===== src/rtl/frame_shadow_config_mem.sv =====
// ---------------------------------------------------------------------------
// frame_shadow_config_mem
//
// Double-buffered configuration frame store. Frames are written into a
// shadow bank on the rising edge of their individual strobe bit. A commit
// then copies the shadow bank into the active bank one frame per cycle,
// frame 0 first. The active bank drives the exported configuration bits.
//
// Optional feature (macro FRAME_READBACK_EN):
//   defined   : ReadbackData = active[ReadbackSel], registered, 1-cycle
//               latency; zero when ReadbackSel >= MaxFramesPerCol.
//   undefined : ReadbackData is tied to zero and ReadbackSel is ignored.
//
// Ports:
//   UserCLK       in   1                  sole clock, rising edge
//   resetn        in   1                  asynchronous active-low reset
//   FrameData     in   FrameBitsPerRow    shadow frame write data
//   FrameStrobe   in   MaxFramesPerCol    per-frame write strobes
//   Commit        in   1                  start shadow->active copy
//   Busy          out  1                  copy in progress
//   CommitDone    out  1                  one-cycle pulse after last copy
//   ReadbackSel   in   SelW               active frame index to read back
//   ReadbackData  out  FrameBitsPerRow    registered readback data
//   ConfigBits    out  CfgW               active configuration bits
//   ConfigBits_N  out  CfgW               complement of ConfigBits
//
// With NoConfigBits = 0 the ConfigBits ports keep a single bit tied to 0
// (and ConfigBits_N to 1), since a zero-width port cannot be declared.
// ---------------------------------------------------------------------------
module frame_shadow_config_mem #(
  parameter int  MaxFramesPerCol = 20,
  parameter int  FrameBitsPerRow = 32,
  parameter int  NoConfigBits    = 640,
  localparam int SelW = (MaxFramesPerCol > 1) ? $clog2(MaxFramesPerCol) : 1,
  localparam int CfgW = (NoConfigBits > 0) ? NoConfigBits : 1
) (
  input  logic                       UserCLK,
  input  logic                       resetn,
  input  logic [FrameBitsPerRow-1:0] FrameData,
  input  logic [MaxFramesPerCol-1:0] FrameStrobe,
  input  logic                       Commit,
  output logic                       Busy,
  output logic                       CommitDone,
  input  logic [SelW-1:0]            ReadbackSel,
  output logic [FrameBitsPerRow-1:0] ReadbackData,
  output logic [CfgW-1:0]            ConfigBits,
  output logic [CfgW-1:0]            ConfigBits_N
);

  localparam int TotalBits = MaxFramesPerCol * FrameBitsPerRow;

  typedef enum logic {
    S_IDLE = 1'b0,
    S_COPY = 1'b1
  } state_e;

  state_e                     state_q, state_d;
  logic [SelW-1:0]            idx_q, idx_d;
  logic                       done_q, done_d;
  logic                       copy_en;

  logic [MaxFramesPerCol-1:0] strobe_q;
  logic [MaxFramesPerCol-1:0] strobe_rise;

  logic [FrameBitsPerRow-1:0] shadow_q [MaxFramesPerCol];
  logic [FrameBitsPerRow-1:0] active_q [MaxFramesPerCol];
  logic [TotalBits-1:0]       active_flat;

  // -------------------------------------------------------------------------
  // Strobe edge detection: only a 0->1 transition writes, a held level does not.
  // -------------------------------------------------------------------------
  assign strobe_rise = FrameStrobe & ~strobe_q;

  // NOTE: sequential state is always updated with non-blocking (<=)
  // assignments so every register samples pre-edge values; this is also what
  // makes a same-edge write+copy load the old shadow value into active.
  always_ff @(posedge UserCLK or negedge resetn) begin
    if (!resetn) begin
      strobe_q <= '0;
    end else begin
      strobe_q <= FrameStrobe;
    end
  end

  // -------------------------------------------------------------------------
  // Shadow bank. Several strobes rising together all take the same data.
  // NOTE: both banks are built from flops (not RAM macros), so they can and
  // must be cleared by the asynchronous reset; a RAM could not be.
  // -------------------------------------------------------------------------
  always_ff @(posedge UserCLK or negedge resetn) begin
    if (!resetn) begin
      for (int i = 0; i < MaxFramesPerCol; i++) begin
        shadow_q[i] <= '0;
      end
    end else begin
      for (int i = 0; i < MaxFramesPerCol; i++) begin
        if (strobe_rise[i]) begin
          shadow_q[i] <= FrameData;
        end
      end
    end
  end

  // -------------------------------------------------------------------------
  // Active bank: one frame per cycle while copying.
  // -------------------------------------------------------------------------
  always_ff @(posedge UserCLK or negedge resetn) begin
    if (!resetn) begin
      for (int i = 0; i < MaxFramesPerCol; i++) begin
        active_q[i] <= '0;
      end
    end else if (copy_en) begin
      active_q[idx_q] <= shadow_q[idx_q];
    end
  end

  // -------------------------------------------------------------------------
  // Commit sequencer
  // -------------------------------------------------------------------------
  always_ff @(posedge UserCLK or negedge resetn) begin
    if (!resetn) begin
      state_q <= S_IDLE;
      idx_q   <= '0;
      done_q  <= 1'b0;
    end else begin
      state_q <= state_d;
      idx_q   <= idx_d;
      done_q  <= done_d;
    end
  end

  // NOTE: every signal driven here gets a default first, so no path can
  // leave one unassigned and infer a latch.
  always_comb begin
    state_d = state_q;
    idx_d   = idx_q;
    done_d  = 1'b0;
    copy_en = 1'b0;
    unique case (state_q)
      S_IDLE: begin
        // Commit is only looked at here, so a request while busy is dropped.
        if (Commit) begin
          state_d = S_COPY;
          idx_d   = '0;
        end
      end
      S_COPY: begin
        copy_en = 1'b1;
        if (idx_q == SelW'(MaxFramesPerCol - 1)) begin
          state_d = S_IDLE;
          idx_d   = '0;
          done_d  = 1'b1;
        end else begin
          idx_d = idx_q + SelW'(1);
        end
      end
      default: state_d = S_IDLE;
    endcase
  end

  assign Busy       = (state_q == S_COPY);
  assign CommitDone = done_q;

  // -------------------------------------------------------------------------
  // Configuration bit export: bit k = frame k/FrameBitsPerRow, bit k%FrameBitsPerRow.
  // -------------------------------------------------------------------------
  for (genvar f = 0; f < MaxFramesPerCol; f++) begin : g_flat
    assign active_flat[f*FrameBitsPerRow +: FrameBitsPerRow] = active_q[f];
  end

  if (NoConfigBits == 0) begin : g_cfg_none
    logic unused_cfg;
    assign unused_cfg   = ^active_flat;
    assign ConfigBits   = '0;
  end else if (NoConfigBits < TotalBits) begin : g_cfg_part
    logic unused_cfg;
    assign unused_cfg   = ^active_flat[TotalBits-1:NoConfigBits];
    assign ConfigBits   = active_flat[NoConfigBits-1:0];
  end else begin : g_cfg_full
    assign ConfigBits   = active_flat;
  end

  assign ConfigBits_N = ~ConfigBits;

  // -------------------------------------------------------------------------
  // Optional readback
  // -------------------------------------------------------------------------
`ifdef FRAME_READBACK_EN
  logic [FrameBitsPerRow-1:0] rb_q;

  always_ff @(posedge UserCLK or negedge resetn) begin
    if (!resetn) begin
      rb_q <= '0;
    end else if (32'(ReadbackSel) < MaxFramesPerCol) begin
      rb_q <= active_q[ReadbackSel];
    end else begin
      rb_q <= '0;
    end
  end

  assign ReadbackData = rb_q;
`else
  logic unused_sel;
  assign unused_sel   = ^ReadbackSel;
  assign ReadbackData = '0;
`endif

endmodule


===== config.mk =====
export PLATFORM = sky130hd
export DESIGN_NAME = frame_shadow_config_mem
export DESIGN_NICKNAME = d
export VERILOG_FILES = /design/src/rtl/frame_shadow_config_mem.sv
export SDC_FILE = /design/constraint.sdc
export NUM_CORES = 2
export LEC_CHECK = 0
export CAP_MARGIN = 20
export CORE_AREA = 8 8 531 533
export CTS_CLUSTER_DIAMETER = 30
export DETAILED_ROUTE_END_ITERATION = 10
export DIE_AREA = 0 0 539 541
export PLACE_DENSITY_LB_ADDON = 0.15
export SLEW_MARGIN = 20
export SYNTH_ARGS = -nofsm -noshare
export SYNTH_HDL_FRONTEND = slang
export SYNTH_SLANG_ARGS = --single-unit
export TNS_END_PERCENT = 1

===== constraint.sdc =====
create_clock -name UserCLK -period 2.5 [get_ports UserCLK]
set_input_delay 0.25 -clock UserCLK [delete_from_list [all_inputs] [get_ports UserCLK]]
set_output_delay 0.25 -clock UserCLK [all_outputs]
set_load 0.1 [all_outputs]

==> flow_metrics.py <==
metrics = {
    "outcome": {
        "outcome": "completed",
    },
    "floorplanning": {
        "start_util": 0.2050,
        "ios": 1374,
        "die_h_um": 541,
        "rows": 192,
        "core-area_mm2": 0.2729,
        "die_w_um": 539,
        "die_area_mm2": 0.2916,
    },
    "cts": {
        "htreeDepth": 5,
        "insertion_delay_ps": 880,
        "clk_pin_slew_ps": 40,
        "cts.sinks": 1307,
        "cts_tree": "built",
        "cts-root-buf": "clkbuf_16",
        "cts-buffers-inserted": 398,
        "post_cts_buffers": 0,
        "cts_resized": 0,
        "clock_path_buffers": 4,
    },
    "global_routing": {
        "grt_pass1_wl_um": 389700,
        "antenna_found_initial": 40,
        "grt_max_degree": 85,
        "track_usage": 0.1853,
        "grt_pass1_vias": 46220,
        "gr-total-overflow": 0,
    },
    "logic_synthesis": {
        "synth.avg_cell_area_um2": 11.43,
        "synth_top_area_frac": 0.5846,
        "yosys_warnings": 0,
        "synth-seq-cells": 1307,
        "yosysUniqueCellTypes": 50,
        "netlist_instances": 4893,
        "synth_sequential_area_ratio": 0.5846,
        "synthTopCellsByArea": "dfrtp_1 (58%), mux2_2 (13%), mux2i_1 (4.6%), inv_1 (4.3%), nand2_1 (3.7%)",
        "yosys.area.top_type": "dfrtp_1",
        "synth_area_mm2": 0.05595,
    },
    "worst_setup_path": {
        "endpoint_kind": "flip-flop",
        "critPathBufInv": 2,
        "cp.arrival_ps": 3040,
        "r2r-start": "idx_q[0]",
        "critPathMaxStageDelay_ps": 630,
        "crit_family": "flip-flops",
        "r2r_cells": 6,
        "r2r_slack_ps": 210,
        "required_ps": 3250,
        "rr_endpoint": "ConfigBits[108]",
        "crit_chain": "ha_1 > buf_4 > and3_2 > buf_12 > nand2_1 > o22ai_1",
        "critPathKind": "flip-flop to flip-flop",
        "worst_path_max_delay_cell": "dfrtp_4",
        "critPathMaxFanout": 60,
        "critPathLaunch": "idx_q[0]",
        "cp-start-kind": "flip-flop",
    },
    "route": {
        "viasPerCell": 4.207,
        "wire_per_inst_um": 26.98,
        "firstDrtPassIters": 5,
        "via_count": 43994,
        "ant_nets": 0,
        "drc": 0,
        "drt-initial-drc-count": 2285,
        "drt_wl_total_um": 282100,
    },
    "place": {
        "place.gp.congestion": 0.9126,
        "io_buffers": 1336,
        "dp_hpwl_um": 211400,
    },
    "hold_path": {
        "hold_depth": 2,
        "min_path_type": "primary input to flip-flop",
        "hold_path.startpoint": "FrameData[31]",
        "holdPathEnd": "shadow_q[63]",
    },
    "sta": {
        "setup_viol": 0,
        "tns_ps": 0,
        "tightest_slew_ps": 895.5,
        "post-route-min-period_ps": 2287,
        "finalMaxSlewViolations": 0,
        "relSlewSlack": 0.4030,
        "clock.fmax_mhz": 437.3,
        "finalCritPeriodShare": 0.9146,
        "rsz0062_at_grt": "no",
        "skew_ps": 58.00,
        "hold_viol": 0,
    },
    "finish": {
        "area_growth_pct": 54.17,
        "layout-drive-gt1-share": 0.4424,
        "final_common_cell": "buf_4",
        "final_cell_mix": "buf_4 (1430), dfrtp_1 (1305), mux2_2 (666)",
        "nNetsFinal": 6584,
    },
    "flow_run": {
        "maxCapViolations": 0,
    },
}
## synthesized netlist by cell type (all sizes together)
master	n
or4b	2
dfrtp	1307
a21o	1
nor3b	3
a21oi	99
xor2	1
clkbuf	167
conb	1
mux2	666
o22ai	223
ha	5
nand2b	2
and4bb	1
a31oi	24
and2	6
xnor2	1
buf	241
o31ai	1
or2	3
nand4bb	3
nor2b	26
mux2i	258
a22oi	64
and3	17
nand4b	1
nand2	546
a21bo	1
inv	642
nor2	83
o21ai	339
nor3	4
mux4	30
a211oi	2
nand3	123
## metrics by stage
step / hold slack, ps / cells / cell area [um^2] / util / worst slack, ps
3_5_place_dp: 163.4 / 9685 / 71860 / 0.2633 / 180.5
5_1_grt: 39.53 / 10448 / 86230 / 0.3160 / 49.04
6_report: 70.73 / 10458 / 86260 / 0.3161 / 213.4
3_3_place_gp: 165.9 / 9685 / 71860 / 0.2633 / 193.1
4_1_cts: 28.79 / 10445 / 86230 / 0.3160 / 157.1
2_1_floorplan: -45.59 / 4924 / 56070 / - / 122.1
## timing repair
item	in CTS	in global routing
endpoints found under the setup margin	0	0
hold buffers	23	0
hold endpoints to repair	953	0
## sequential cells by signal, summed over array words and instances (netlist names)
register    count
ConfigBits    640
shadow_q      640
strobe_q       20
idx_q           5
Busy            1
CommitDone      1
## routing by layer
| layer | vias up | wire, um | global-route usage |
|---|---|---|---|
| li1 | 19692 | - | - |
| met1 | 22596 | 113100 | 0.2188 |
| met2 | 1308 | 145700 | 0.3341 |
| met3 | 386 | 15210 | 0.04397 |
| met4 | 12 | 8066 | 0.05324 |
| met5 | - | 75 | 0 |
## logic make-up after synthesis
kind of cell    Yosys count  share of synthesized area
fa+ha+maj                 5                   0.001118
buf+inv                1050                    0.07979
compound gates          754                    0.07907
flops                  1307                     0.5846
mux                     954                     0.1923
simple gates            820                    0.06282
other cells               1                 0.00006702
xor+xnor                  2                  0.0003131
## worst max path at each step
stage | endpoint | slack [ps] | cells past startpoint
after floorplan | ConfigBits[373] | 120 | 9
after global placement | ConfigBits[43] | 190 | 7
after detailed placement | ConfigBits[616] | 180 | 6
after CTS | ConfigBits[43] | 160 | 7
after global routing | ConfigBits[43] | 50 | 7
final | ConfigBits[108] | 210 | 6
## cell type report
type | instances | area (um^2)
Tap cell | 3589 | 4491
Sequential cell | 1307 | 32710
Inverter | 642 | 2410
Antenna cell | 13 | 32.53
Clock inverter | 174 | 2359
Timing Repair Buffer | 1603 | 13340
Clock buffer | 563 | 11760
Multi-Input combinational cell | 2567 | 19150
Fill cell | 27939 | 186600
Power is not shown: default switching activity piles up to over one toggle a cycle in this logic, so the estimate is an artifact.
